File: src/rtl/pipe_cmd_dispatcher.sv
// Expands host PIPE commands into DW memory requests and returns one response record per read beat or per command.
// Defining PIPE_DISP_STATS_EN adds saturating command/timeout/drop counters.
//
// state      | meaning
// -----------+--------------------------------------------------------------
// S_IDLE     | ready for a new host command
// S_ISSUE    | presenting the current beat's memory request
// S_WAIT_CPL | read request issued, waiting for matching completion or timeout
// S_RST_HOLD | holding soft_rst_n low
// S_RESP     | presenting a registered response record to the host interface
module pipe_cmd_dispatcher #(
    parameter int TIMEOUT_CYCLES = 1024,
    parameter int RESET_CYCLES   = 16,
    parameter int MAX_LEN        = 256
) (
    input  logic        sys_clk,
    input  logic        sys_rst_n,
    input  logic        cmd_valid,
    output logic        cmd_ready,
    input  logic [7:0]  cmd_type,
    input  logic [31:0] cmd_addr,
    input  logic [31:0] cmd_data,
    input  logic [15:0] cmd_len,
    input  logic [7:0]  cmd_tag,
    output logic        req_valid,
    input  logic        req_ready,
    output logic        req_wr,
    output logic [31:0] req_addr,
    output logic [31:0] req_data,
    output logic [7:0]  req_tag,
    input  logic        cpl_valid,
    input  logic [7:0]  cpl_tag,
    input  logic [31:0] cpl_data,
    input  logic [7:0]  cpl_status,
    output logic        rsp_valid,
    input  logic        rsp_ready,
    output logic [7:0]  rsp_type,
    output logic [31:0] rsp_read_data,
    output logic [7:0]  rsp_tag,
    output logic [7:0]  rsp_status,
    output logic [31:0] rsp_timestamp,
    output logic        soft_rst_n,
    output logic        busy
`ifdef PIPE_DISP_STATS_EN
    ,
    output logic [15:0] stat_cmds,
    output logic [15:0] stat_timeouts,
    output logic [15:0] stat_drops
`endif
);
    localparam int LEN_W = $clog2(MAX_LEN + 1);
    localparam int TO_W  = $clog2(TIMEOUT_CYCLES + 1);
    localparam int RS_W  = $clog2(RESET_CYCLES + 1);

    typedef enum logic [2:0] {S_IDLE, S_ISSUE, S_WAIT_CPL, S_RST_HOLD, S_RESP} state_t;

    state_t            state_q, state_d;
    logic              run_q;
    logic [7:0]        type_q, tag_q;
    logic [31:0]       addr_q, data_q, ts_q;
    logic [LEN_W-1:0]  len_q, beat_q, beat_nxt, len_d;
    logic [TO_W-1:0]   to_cnt_q;
    logic [RS_W-1:0]   rst_cnt_q;
    logic              soft_rst_q, tmo_q, tmo_d;
    logic              rsp_load;
    logic [7:0]        rsp_type_d, rsp_tag_d, rsp_status_d;
    logic [31:0]       rsp_data_d;
    logic [7:0]        cur_tag;
    logic              cmd_hs, cpl_hit, to_exp, last_beat, rst_done;

    assign cur_tag   = tag_q + 8'(beat_q);
    assign beat_nxt  = beat_q + LEN_W'(1);
    assign last_beat = (beat_nxt == len_q);
    assign cmd_hs    = cmd_valid & cmd_ready;
    assign cpl_hit   = (state_q == S_WAIT_CPL) & cpl_valid & (cpl_tag == cur_tag);
    assign to_exp    = (state_q == S_WAIT_CPL) & (to_cnt_q == TO_W'(TIMEOUT_CYCLES - 1));
    assign rst_done  = (rst_cnt_q == RS_W'(RESET_CYCLES - 1));

    always_comb begin
        if (cmd_len == 16'd0)
            len_d = LEN_W'(1);
        else if ({16'd0, cmd_len} > 32'(MAX_LEN))
            len_d = LEN_W'(MAX_LEN);
        else
            len_d = LEN_W'(cmd_len);
    end

    assign cmd_ready     = run_q & (state_q == S_IDLE);
    assign busy          = (state_q != S_IDLE);
    assign req_valid     = (state_q == S_ISSUE);
    assign req_wr        = (type_q == 8'h02);
    assign req_addr      = (addr_q & 32'hFFFF_FFFC) + 32'({beat_q, 2'b00});
    assign req_data      = data_q;
    assign req_tag       = cur_tag;
    assign rsp_valid     = (state_q == S_RESP);
    assign soft_rst_n    = soft_rst_q;

    always_ff @(posedge sys_clk or negedge sys_rst_n) begin
        if (!sys_rst_n)
            state_q <= S_IDLE;
        else
            state_q <= state_d;
    end

    always_comb begin
        state_d      = state_q;
        rsp_load     = 1'b0;
        tmo_d        = 1'b0;
        rsp_type_d   = 8'h00;
        rsp_data_d   = 32'd0;
        rsp_tag_d    = 8'h00;
        rsp_status_d = 8'h00;
        case (state_q)
            S_IDLE: begin
                if (cmd_hs) begin
                    case (cmd_type)
                        8'h01, 8'h02: state_d = S_ISSUE;
                        8'h03:        state_d = S_RST_HOLD;
                        default: begin
                            state_d      = S_RESP;
                            rsp_load     = 1'b1;
                            rsp_type_d   = 8'hFF;
                            rsp_tag_d    = cmd_tag;
                            rsp_status_d = 8'h01;
                        end
                    endcase
                end
            end
            S_ISSUE: begin
                if (req_ready) begin
                    if (type_q != 8'h02) begin
                        state_d = S_WAIT_CPL;
                    end else if (last_beat) begin
                        state_d    = S_RESP;
                        rsp_load   = 1'b1;
                        rsp_type_d = 8'h82;
                        rsp_tag_d  = tag_q;
                    end
                end
            end
            S_WAIT_CPL: begin
                // a matching completion on the expiry cycle still counts as data
                if (cpl_hit) begin
                    state_d      = S_RESP;
                    rsp_load     = 1'b1;
                    rsp_type_d   = 8'h81;
                    rsp_data_d   = cpl_data;
                    rsp_tag_d    = cur_tag;
                    rsp_status_d = cpl_status;
                end else if (to_exp) begin
                    state_d      = S_RESP;
                    rsp_load     = 1'b1;
                    tmo_d        = 1'b1;
                    rsp_type_d   = 8'h81;
                    rsp_tag_d    = cur_tag;
                    rsp_status_d = 8'h02;
                end
            end
            S_RST_HOLD: begin
                if (rst_done) begin
                    state_d    = S_RESP;
                    rsp_load   = 1'b1;
                    rsp_type_d = 8'h83;
                    rsp_tag_d  = tag_q;
                end
            end
            S_RESP: begin
                if (rsp_ready) begin
                    if ((type_q == 8'h01) && !tmo_q && !last_beat)
                        state_d = S_ISSUE;
                    else
                        state_d = S_IDLE;
                end
            end
            default: state_d = S_IDLE;
        endcase
    end

    always_ff @(posedge sys_clk or negedge sys_rst_n) begin
        if (!sys_rst_n) begin
            run_q         <= 1'b0;
            ts_q          <= 32'd0;
            type_q        <= 8'h00;
            addr_q        <= 32'd0;
            data_q        <= 32'd0;
            tag_q         <= 8'h00;
            len_q         <= '0;
            beat_q        <= '0;
            to_cnt_q      <= '0;
            rst_cnt_q     <= '0;
            soft_rst_q    <= 1'b1;
            tmo_q         <= 1'b0;
            rsp_type      <= 8'h00;
            rsp_read_data <= 32'd0;
            rsp_tag       <= 8'h00;
            rsp_status    <= 8'h00;
            rsp_timestamp <= 32'd0;
        end else begin
            run_q <= 1'b1;
            ts_q  <= ts_q + 32'd1;
            if (cmd_hs) begin
                type_q <= cmd_type;
                addr_q <= cmd_addr;
                data_q <= cmd_data;
                tag_q  <= cmd_tag;
                len_q  <= len_d;
                beat_q <= '0;
                if (cmd_type == 8'h03) begin
                    soft_rst_q <= 1'b0;
                    rst_cnt_q  <= '0;
                end
            end
            if ((state_q == S_ISSUE) && req_ready) begin
                to_cnt_q <= '0;
                if (type_q == 8'h02)
                    beat_q <= beat_nxt;
            end
            if ((state_q == S_WAIT_CPL) && !to_exp)
                to_cnt_q <= to_cnt_q + TO_W'(1);
            if (state_q == S_RST_HOLD) begin
                if (rst_done)
                    soft_rst_q <= 1'b1;
                else
                    rst_cnt_q <= rst_cnt_q + RS_W'(1);
            end
            if ((state_q == S_RESP) && rsp_ready && (type_q == 8'h01))
                beat_q <= beat_nxt;
            // timestamp is the counter value seen during the first RESP cycle
            if (rsp_load) begin
                tmo_q         <= tmo_d;
                rsp_type      <= rsp_type_d;
                rsp_read_data <= rsp_data_d;
                rsp_tag       <= rsp_tag_d;
                rsp_status    <= rsp_status_d;
                rsp_timestamp <= ts_q + 32'd1;
            end
        end
    end

`ifdef PIPE_DISP_STATS_EN
    always_ff @(posedge sys_clk or negedge sys_rst_n) begin
        if (!sys_rst_n) begin
            stat_cmds     <= 16'd0;
            stat_timeouts <= 16'd0;
            stat_drops    <= 16'd0;
        end else begin
            if (cmd_hs && (stat_cmds != 16'hFFFF))
                stat_cmds <= stat_cmds + 16'd1;
            if (to_exp && !cpl_hit && (stat_timeouts != 16'hFFFF))
                stat_timeouts <= stat_timeouts + 16'd1;
            if (cpl_valid && !cpl_hit && (stat_drops != 16'hFFFF))
                stat_drops <= stat_drops + 16'd1;
        end
    end
`endif
endmodule

File: config.mk
export PLATFORM = sky130hd
export DESIGN_NAME = pipe_cmd_dispatcher
export DESIGN_NICKNAME = d
export VERILOG_FILES = /design/src/rtl/pipe_cmd_dispatcher.sv
export SDC_FILE = /design/constraint.sdc
export NUM_CORES = 1
export LEC_CHECK = 0
export BUFFER_PORTS_ARGS = -buffer_cell sky130_fd_sc_hd__buf_2
export CELL_PAD_IN_SITES_DETAIL_PLACEMENT = 1
export CELL_PAD_IN_SITES_GLOBAL_PLACEMENT = 2
export CORE_MARGIN = 3
export CORE_UTILIZATION = 34
export DETAILED_ROUTE_END_ITERATION = 8
export GPL_ROUTABILITY_DRIVEN = 0
export PLACE_DENSITY = 0.83
export SYNTH_ARGS = -nofsm -noshare
export SYNTH_HDL_FRONTEND = slang
export SYNTH_SLANG_ARGS = --single-unit
File: constraint.sdc
create_clock -name sys_clk -period 5.7 [get_ports sys_clk]
set_input_delay 0.855 -clock sys_clk [delete_from_list [all_inputs] [get_ports sys_clk]]
set_output_delay 0.855 -clock sys_clk [all_outputs]
set_load 0.01 [all_outputs]
==> results of run 1 <==
power by group through the flow:
stage / logic, mW / clock network (mW) / registers [mW]
2_1_floorplan: 1.03 / 0 / 2.50
3_3_place_gp: 1.87 / 0 / 2.43
3_5_place_dp: 1.91 / 0 / 2.45
4_1_cts: 1.92 / 1.88 / 2.43
5_1_grt: 2.13 / 1.95 / 2.49
6_report: 1.88 / 1.82 / 2.42
cells by family after synthesis:
group / Yosys count / share of synthesized area (%)
adder cells (fa/ha/maj): 22 / 2.57
AND/OR/NAND/NOR: 568 / 22.3
flip-flops: 234 / 51.9
other: 2 / 0.0666
multiplexers: 11 / 1.16
XOR/XNOR: 86 / 7.05
AO/OA/AOI/OAI: 172 / 11.3
buffers and inverters: 79 / 3.64
layer usage:
| layer | vias up | part of all wire [%] | global-route usage, % | routed length (um) |
|---|---|---|---|---|
| met3 | 81 | 7.4 | 5.93 | 2620 |
| met2 | 267 | 47 | 32.5 | 16600 |
| met1 | 4649 | 42 | 25.1 | 14900 |
| met5 | - | 0.36 | 0 | 126 |
| li1 | 4558 | - | - | - |
| met4 | 20 | 2.7 | 4.94 | 944 |
per-stage QoR:
stage | area, sq um | utilization, % | hold slack [ns] | cells | power [mW]
after floorplan | 11300 | - | 0.437 | 1175 | 3.53
after global placement | 13100 | 40.3 | 0.447 | 1873 | 4.29
after detailed placement | 13100 | 40.3 | 0.453 | 1873 | 4.35
after CTS | 14100 | 43.1 | 0.345 | 1922 | 6.22
after global routing | 14100 | 43.1 | 0.349 | 1923 | 6.56
final | 14100 | 43.1 | 0.315 | 1925 | 6.12
flip-flops by register name, summed over array words and instances (netlist names), 3 cells and up:
signal	flops
addr_q	30
beat_q	9
len_q	9
req_data	32
rsp_read_data	32
rsp_status	8
rsp_tag	8
rsp_timestamp	32
rsp_type	4
rst_cnt_q	5
state_q	3
tag_q	8
to_cnt_q	11
ts_q	32
type_q	8
worst max path at each step:
| stage | endpoint | slack [ns] | depth (start not counted) |
|---|---|---|---|
| after floorplan | req_addr[26] | 2.38 | 11 |
| after global placement | req_addr[27] | 1.57 | 10 |
| after detailed placement | req_addr[21] | 1.57 | 10 |
| after CTS | req_addr[21] | 0.96 | 10 |
| after global routing | req_addr[17] | 0.73 | 10 |
| final | req_addr[15] | 1.08 | 10 |
synth_stat cells (5+ instances only):
cell type    n  area share, %
a31oi_1      8           0.44
a21oi_1     17           0.75
or4_1        8           0.53
clkbuf_1    30            1.0
o21ai_0     39            1.7
nor3_1      11           0.49
dfrtp_1    233             52
inv_1       18           0.60
a21o_1       7           0.47
buf_6        8           0.80
buf_2       10           0.44
xnor2_1     50            3.9
and2_1       6           0.33
and4_1       5           0.39
nor4_1       8           0.44
a32oi_1      6           0.47
o31ai_1      6           0.40
o21a_1       6           0.40
a22o_1      46            3.6
nand2b_1     7           0.39
ha_1        20            2.2
and3_1      21            1.2
nor2_1     135            4.5
nand4_1     10           0.55
nand2_1    299             10
nand3_1     28            1.2
mux2i_1      6           0.53
buf_4       11           0.73
xor2_1      33            2.6
area by class of cell:
type | instances | area, sq um
diodes | 3 | 7.51
clock buffers | 40 | 827
clock inverters | 9 | 101
fillers | 3845 | 18600
inverters | 19 | 71.3
multi-input cells | 862 | 5030
flip-flops and latches | 234 | 5860
well taps | 442 | 553
repair buffers | 316 | 1620
==> flow_summary.json, run 1 <==
{
  "drive_gt1_share_pct": 26.4,
  "critPathKind": "reg2out",
  "ys_seq_elements": 234,
  "syn_area_sq_um": 11300,
  "critPathRequiredTime_ns": 4.85,
  "r2r-start": "beat_q[0]",
  "num_rows": 66,
  "cpPeakStageDelay_ns": 0.80,
  "hold_viol": 0,
  "rsz0062_at_grt": "false",
  "cp_top_family": "compound AO/OA/AOI/OAI gates",
  "min_path_type": "in2async",
  "async_flop_share_pct": 100,
  "clk_latency_ns": 0.56,
  "setup_ws_ns": 1.08,
  "grt_max_degree": 144,
  "viasPerCell": 4.97,
  "die_h_um": 188,
  "final_common_cell": "buf_2",
  "tightest_slew_ns": 1.02,
  "power.share.combinational_pct": 30.7,
  "antenna_found_initial": 12,
  "rr_endpoint": "rsp_tag[4]",
  "floorplan.die_area_sq_um": 35400,
  "cts_buffer_depth": 3,
  "seqPwrFrac_pct": 39.6,
  "powerDensity_nw_per_um2": 435,
  "syn_inst": 1174,
  "antenna_left": 0,
  "fin_nets": 1634,
  "clkSinkCount": 234,
  "fin_crit_sh_pct": 81.1,
  "slowest_stage": "a21oi_1",
  "cp.arrival_ns": 3.77,
  "irDropWorstVdd_uv": 246,
  "initial_core_util_pct": 34.6,
  "crit_buf_inv": 1,
  "vias": 9575,
  "grt_use_total_pct": 19.6,
  "clockRootBuffer": "clkbuf_16",
  "switching_share_pct": 35.6,
  "drtIter0Drc": 416,
  "period_needed_ns": 4.62,
  "cp-end-kind": "output pin",
  "mostFrequentLayoutCells": "buf_2, nand2_1, dfrtp_1",
  "grt_pass1_wl_mm": 56.6,
  "post_cts_buffers": 0,
  "io_pins": 316,
  "firstDrtPassIters": 4,
  "rr_worst_depth": 11,
  "fmax_ghz": 0.216,
  "clkTransAtPathRegs_ns": 0.06,
  "cts_resized": 0,
  "setup.worst_path.start": "beat_q[1]",
  "port_buffers": 311,
  "syn_to_final_growth_pct": 24.7,
  "ys_types": 82,
  "slew_headroom_pct": 32.2,
  "ys_warn_count": 0,
  "cts_tree": "built",
  "die_w_um": 188,
  "crit_fanout": 11,
  "setup-tns-final_ns": 0,
  "p_clk_share_pct": 29.7,
  "hpwlAfterDp_mm": 25.1,
  "core-area_sq_um": 32600,
  "cts_buffers": 29,
  "cts_max_level": 1,
  "drv_slew": 0,
  "wirelength_mm": 35.2,
  "timing.max_cap.violations": 0,
  "setup_viol": 0,
  "power.internal_mw": 3.94,
  "p_leak_nw": 7.27,
  "post-route-drc-count": 0,
  "grt_pass1_vias": 10300,
  "avgSynthCellArea_sq_um": 9.61,
  "power_switching_mw": 2.18,
  "r2r_setup_slack_ns": 1.62,
  "synth_flop_cell": "dfrtp_1",
  "hold_buffers": 0,
  "finalClockSkew_ns": 0.0283,
  "crit_chain": "ha_1 -> a21o_1 -> a21o_1 -> a21oi_1 -> o21ai_0 -> a31o_2 -> a21oi_1 -> nor2_1 -> xor2_1 -> buf_2",
  "status": "finished, final reports clean",
  "crit_path_start_kind": "flop",
  "synth_edf_count": 0,
  "place_ws_ns": 1.57,
  "wire_per_inst_um": 18.3,
  "grt-ovfl-total": 0,
  "seq_area_frac_synth_pct": 51.9
}
Note: power is estimated with default switching activity, not from simulation.
==> run 2, diff against run 1 <==
ABC_AREA = 1   (was unset)
CORE_UTILIZATION = 27   (was 34)
PLACE_DENSITY = 0.75   (was 0.83)
clock period = 3.7 ns   (was 5.7 ns; I/O delays follow)
==> run 2 against run 1 <==
Net effect: worst hold slack got worse by 0.30 ns; highest routed layer unchanged; critical path type unchanged; wire length increased by 13%; via count increased by 14%; clock power increased by 71%; die area increased by 31%.
==> flow_summary.json, run 2 <==
{
  "powerDensity_nw_per_um2": 649,
  "antenna_found_initial": 13,
  "critPathRequiredTime_ns": 3.14,
  "r2r_setup_slack_ns": 0.40,
  "rsz0062_at_grt": "false",
  "synth.area.top_cells": "dfrtp_1, nand2_1, inv_1, xor2_1, nand3_1",
  "final_area_sq_um": 15200,
  "initial_core_util_pct": 27.7,
  "vias": 10900,
  "synth_top_area_share_pct": 49.4,
  "hold_viol": 0,
  "place_ws_ns": 0.240,
  "post-route-drc-count": 0,
  "regArea_sq_um": 5860,
  "min_path_type": "in2async",
  "finalClockSkew_ns": 0.0274,
  "period_needed_ns": 3.49,
  "crit_buf_inv": 4,
  "wirelength_mm": 39.7,
  "port_buffers": 311,
  "critPathKind": "reg2out",
  "io_pins": 316,
  "grt_max_degree": 85,
  "core-area_sq_um": 42600,
  "ys_warn_count": 0,
  "async_flop_share_pct": 100,
  "cts_tree": "built",
  "cp.arrival_ns": 2.93,
  "clkSinkCount": 234,
  "seq_area_frac_synth_pct": 49.6,
  "dp.cells": 2373,
  "multiInputGateArea_sq_um": 5150,
  "tightest_slew_ns": 0.809,
  "grt_use_total_pct": 16.9,
  "path_common_cell": "inv_1",
  "clk_latency_ns": 0.57,
  "syn_inst": 1515,
  "cts_max_level": 1,
  "die_w_um": 215,
  "setup_viol": 0,
  "hpwlAfterDp_mm": 29.7,
  "dpl_cell_area_sq_um": 14000,
  "viasPerCell": 4.47,
  "cts_buffer_depth": 3,
  "drv_slew": 0,
  "avgSynthCellArea_sq_um": 7.80,
  "totalPowerFinal_mw": 9.85,
  "setup_ws_ns": 0.213,
  "hold_buffers": 0,
  "nFillCells": 5302,
  "drtIter0Drc": 402,
  "fin_crit_sh_pct": 94.3,
  "timing.max_cap.violations": 0,
  "synth_commonest_cells": "nand2_1, dfrtp_1, inv_1",
  "holdWs_ns": 0.0167,
  "synth_top_area_cell": "dfrtp_1",
  "cpPeakStageDelay_ns": 0.36,
  "firstDrtPassIters": 6,
  "slowest_stage": "dfrtp_1",
  "synth_flop_cell": "dfrtp_1",
  "cp-end-kind": "output pin",
  "ys_seq_elements": 234,
  "floorplan.die_area_sq_um": 46300,
  "synth_edf_count": 0,
  "grt-ovfl-total": 0,
  "crit_chain": "ha_2 -> inv_1 -> fa_2 -> nand3b_1 -> nand3_2 -> inv_1 -> o21ai_2 -> nand2_1 -> nand2_2 -> a21boi_2 -> nor2_2 -> buf_4 -> nand3_1 -> xor2_1 -> buf_2",
  "irDropWorstVdd_uv": 418,
  "crit_fanout": 3,
  "fin_nets": 2001,
  "post-route-util_pct": 35.6,
  "die_h_um": 215,
  "syn_to_final_growth_pct": 28.5,
  "syn_area_sq_um": 11800,
  "fmax_ghz": 0.287,
  "status": "finished, final reports clean",
  "crit_path_start_kind": "flop",
  "cts_buffers": 29,
  "post-synth-top-count-cell": "nand2_1",
  "p_leak_nw": 8.51,
  "slew_headroom_pct": 46.1,
  "wire_per_inst_um": 16.3,
  "drive_gt1_share_pct": 22.6,
  "clkTransAtPathRegs_ns": 0.06,
  "mostFrequentLayoutCells": "nand2_1, buf_2, dfrtp_1",
  "cp_top_family": "simple AND/OR/NAND/NOR gates",
  "final_cells": 2436,
  "setup-tns-final_ns": 0,
  "antenna_left": 0,
  "ys_types": 41,
  "num_rows": 75,
  "clockRootBuffer": "clkbuf_16",
  "grt_pass1_wl_mm": 63.9,
  "final_common_cell": "nand2_1",
  "grt_pass1_vias": 11700
}
[run 2: cell types whose count changed after synthesis, sizes merged, moves of 32 or more]
cell   before  now
a22o       46    0
inv        19  164
nand2     299  627
nand3      28   82
nand4      10   55
nor2      135   75
xnor2      50   18
[run 2: worst paths after layout]
| check | startpoint | endpoint | depth (start not counted) |
|---|---|---|---|
| min in group sys_clk | cmd_data[31] | req_data[31] | 3 |
| max in group asynchronous | sys_rst_n | soft_rst_n | 2 |
| hold reg to reg | rsp_type[7] | rsp_type[7] | 2 |
| setup / recovery | beat_q[0] | req_addr[26] | 15 |
| hold / removal | sys_rst_n | rsp_tag[3] | 1 |
| setup reg to reg | beat_q[0] | rsp_timestamp[8] | 17 |
[run 2: report_power, final]
group	total, mW	switching, mW	internal (mW)
sequential	3.56	0.434	3.13
combinational	3.17	2.06	1.10
clock	3.12	1.18	1.95
[run 2: logic make-up (layout without fill, tap and decap cells)]
logic type | after synthesis | in the layout | share of synthesized area [%]
AND/OR/NAND/NOR | 889 | 889 | 31.5
flip-flops | 234 | 234 | 49.6
XOR/XNOR | 65 | 65 | 4.82
adder cells (fa/ha/maj) | 22 | 22 | 2.46
AO/OA/AOI/OAI | 89 | 89 | 4.25
other | 2 | 10 | 0.0636
buffers and inverters | 214 | 550 | 7.36
[run 2: cell type report]
| type | count | share of cell area, % |
|---|---|---|
| Clock inverter | 15 | 1.61 |
| Timing Repair Buffer | 332 | 11.6 |
| Tap cell | 577 | 4.76 |
| Inverter | 164 | 4.07 |
| Multi-Input combinational cell | 1068 | 33.9 |
| Clock buffer | 39 | 5.29 |
| Sequential cell | 234 | 38.6 |
| Antenna cell | 7 | 0.115 |
[run 2: worst reg2reg max path, cell delays in order, from the launching register on]
cell and delay, ns:
dfrtp_1 0.39, buf_4 0.18, ha_1 0.22, fa_1 0.43, nand2_1 0.12, nand2_1 0.08, nand3b_1 0.15, nand2_1 0.11
nand2_1 0.11, nand3_1 0.07, nand2_1 0.07, nor2_1 0.04, nand2_1 0.24, nand2_1 0.19, nand4_4 0.10, buf_4 0.46
nand2_1 0.15, nand2_1 0.10
[run 2: timing repair]
item / in CTS / in global routing
setup buffers: 2 / 0
endpoints found under the setup margin: 10 / 13
pin swaps: 1 / 1
resized for setup: 5 / 10
[run 2: layer usage]
metal  track usage (%)  part of all wire [%]  up-vias
met5                 0                  0.17        -
met4              3.68                   2.3       12
met3              4.79                   6.0       61
met2              28.7                    47      217
met1              21.6                    45     5170
li1                  -                     -     5422
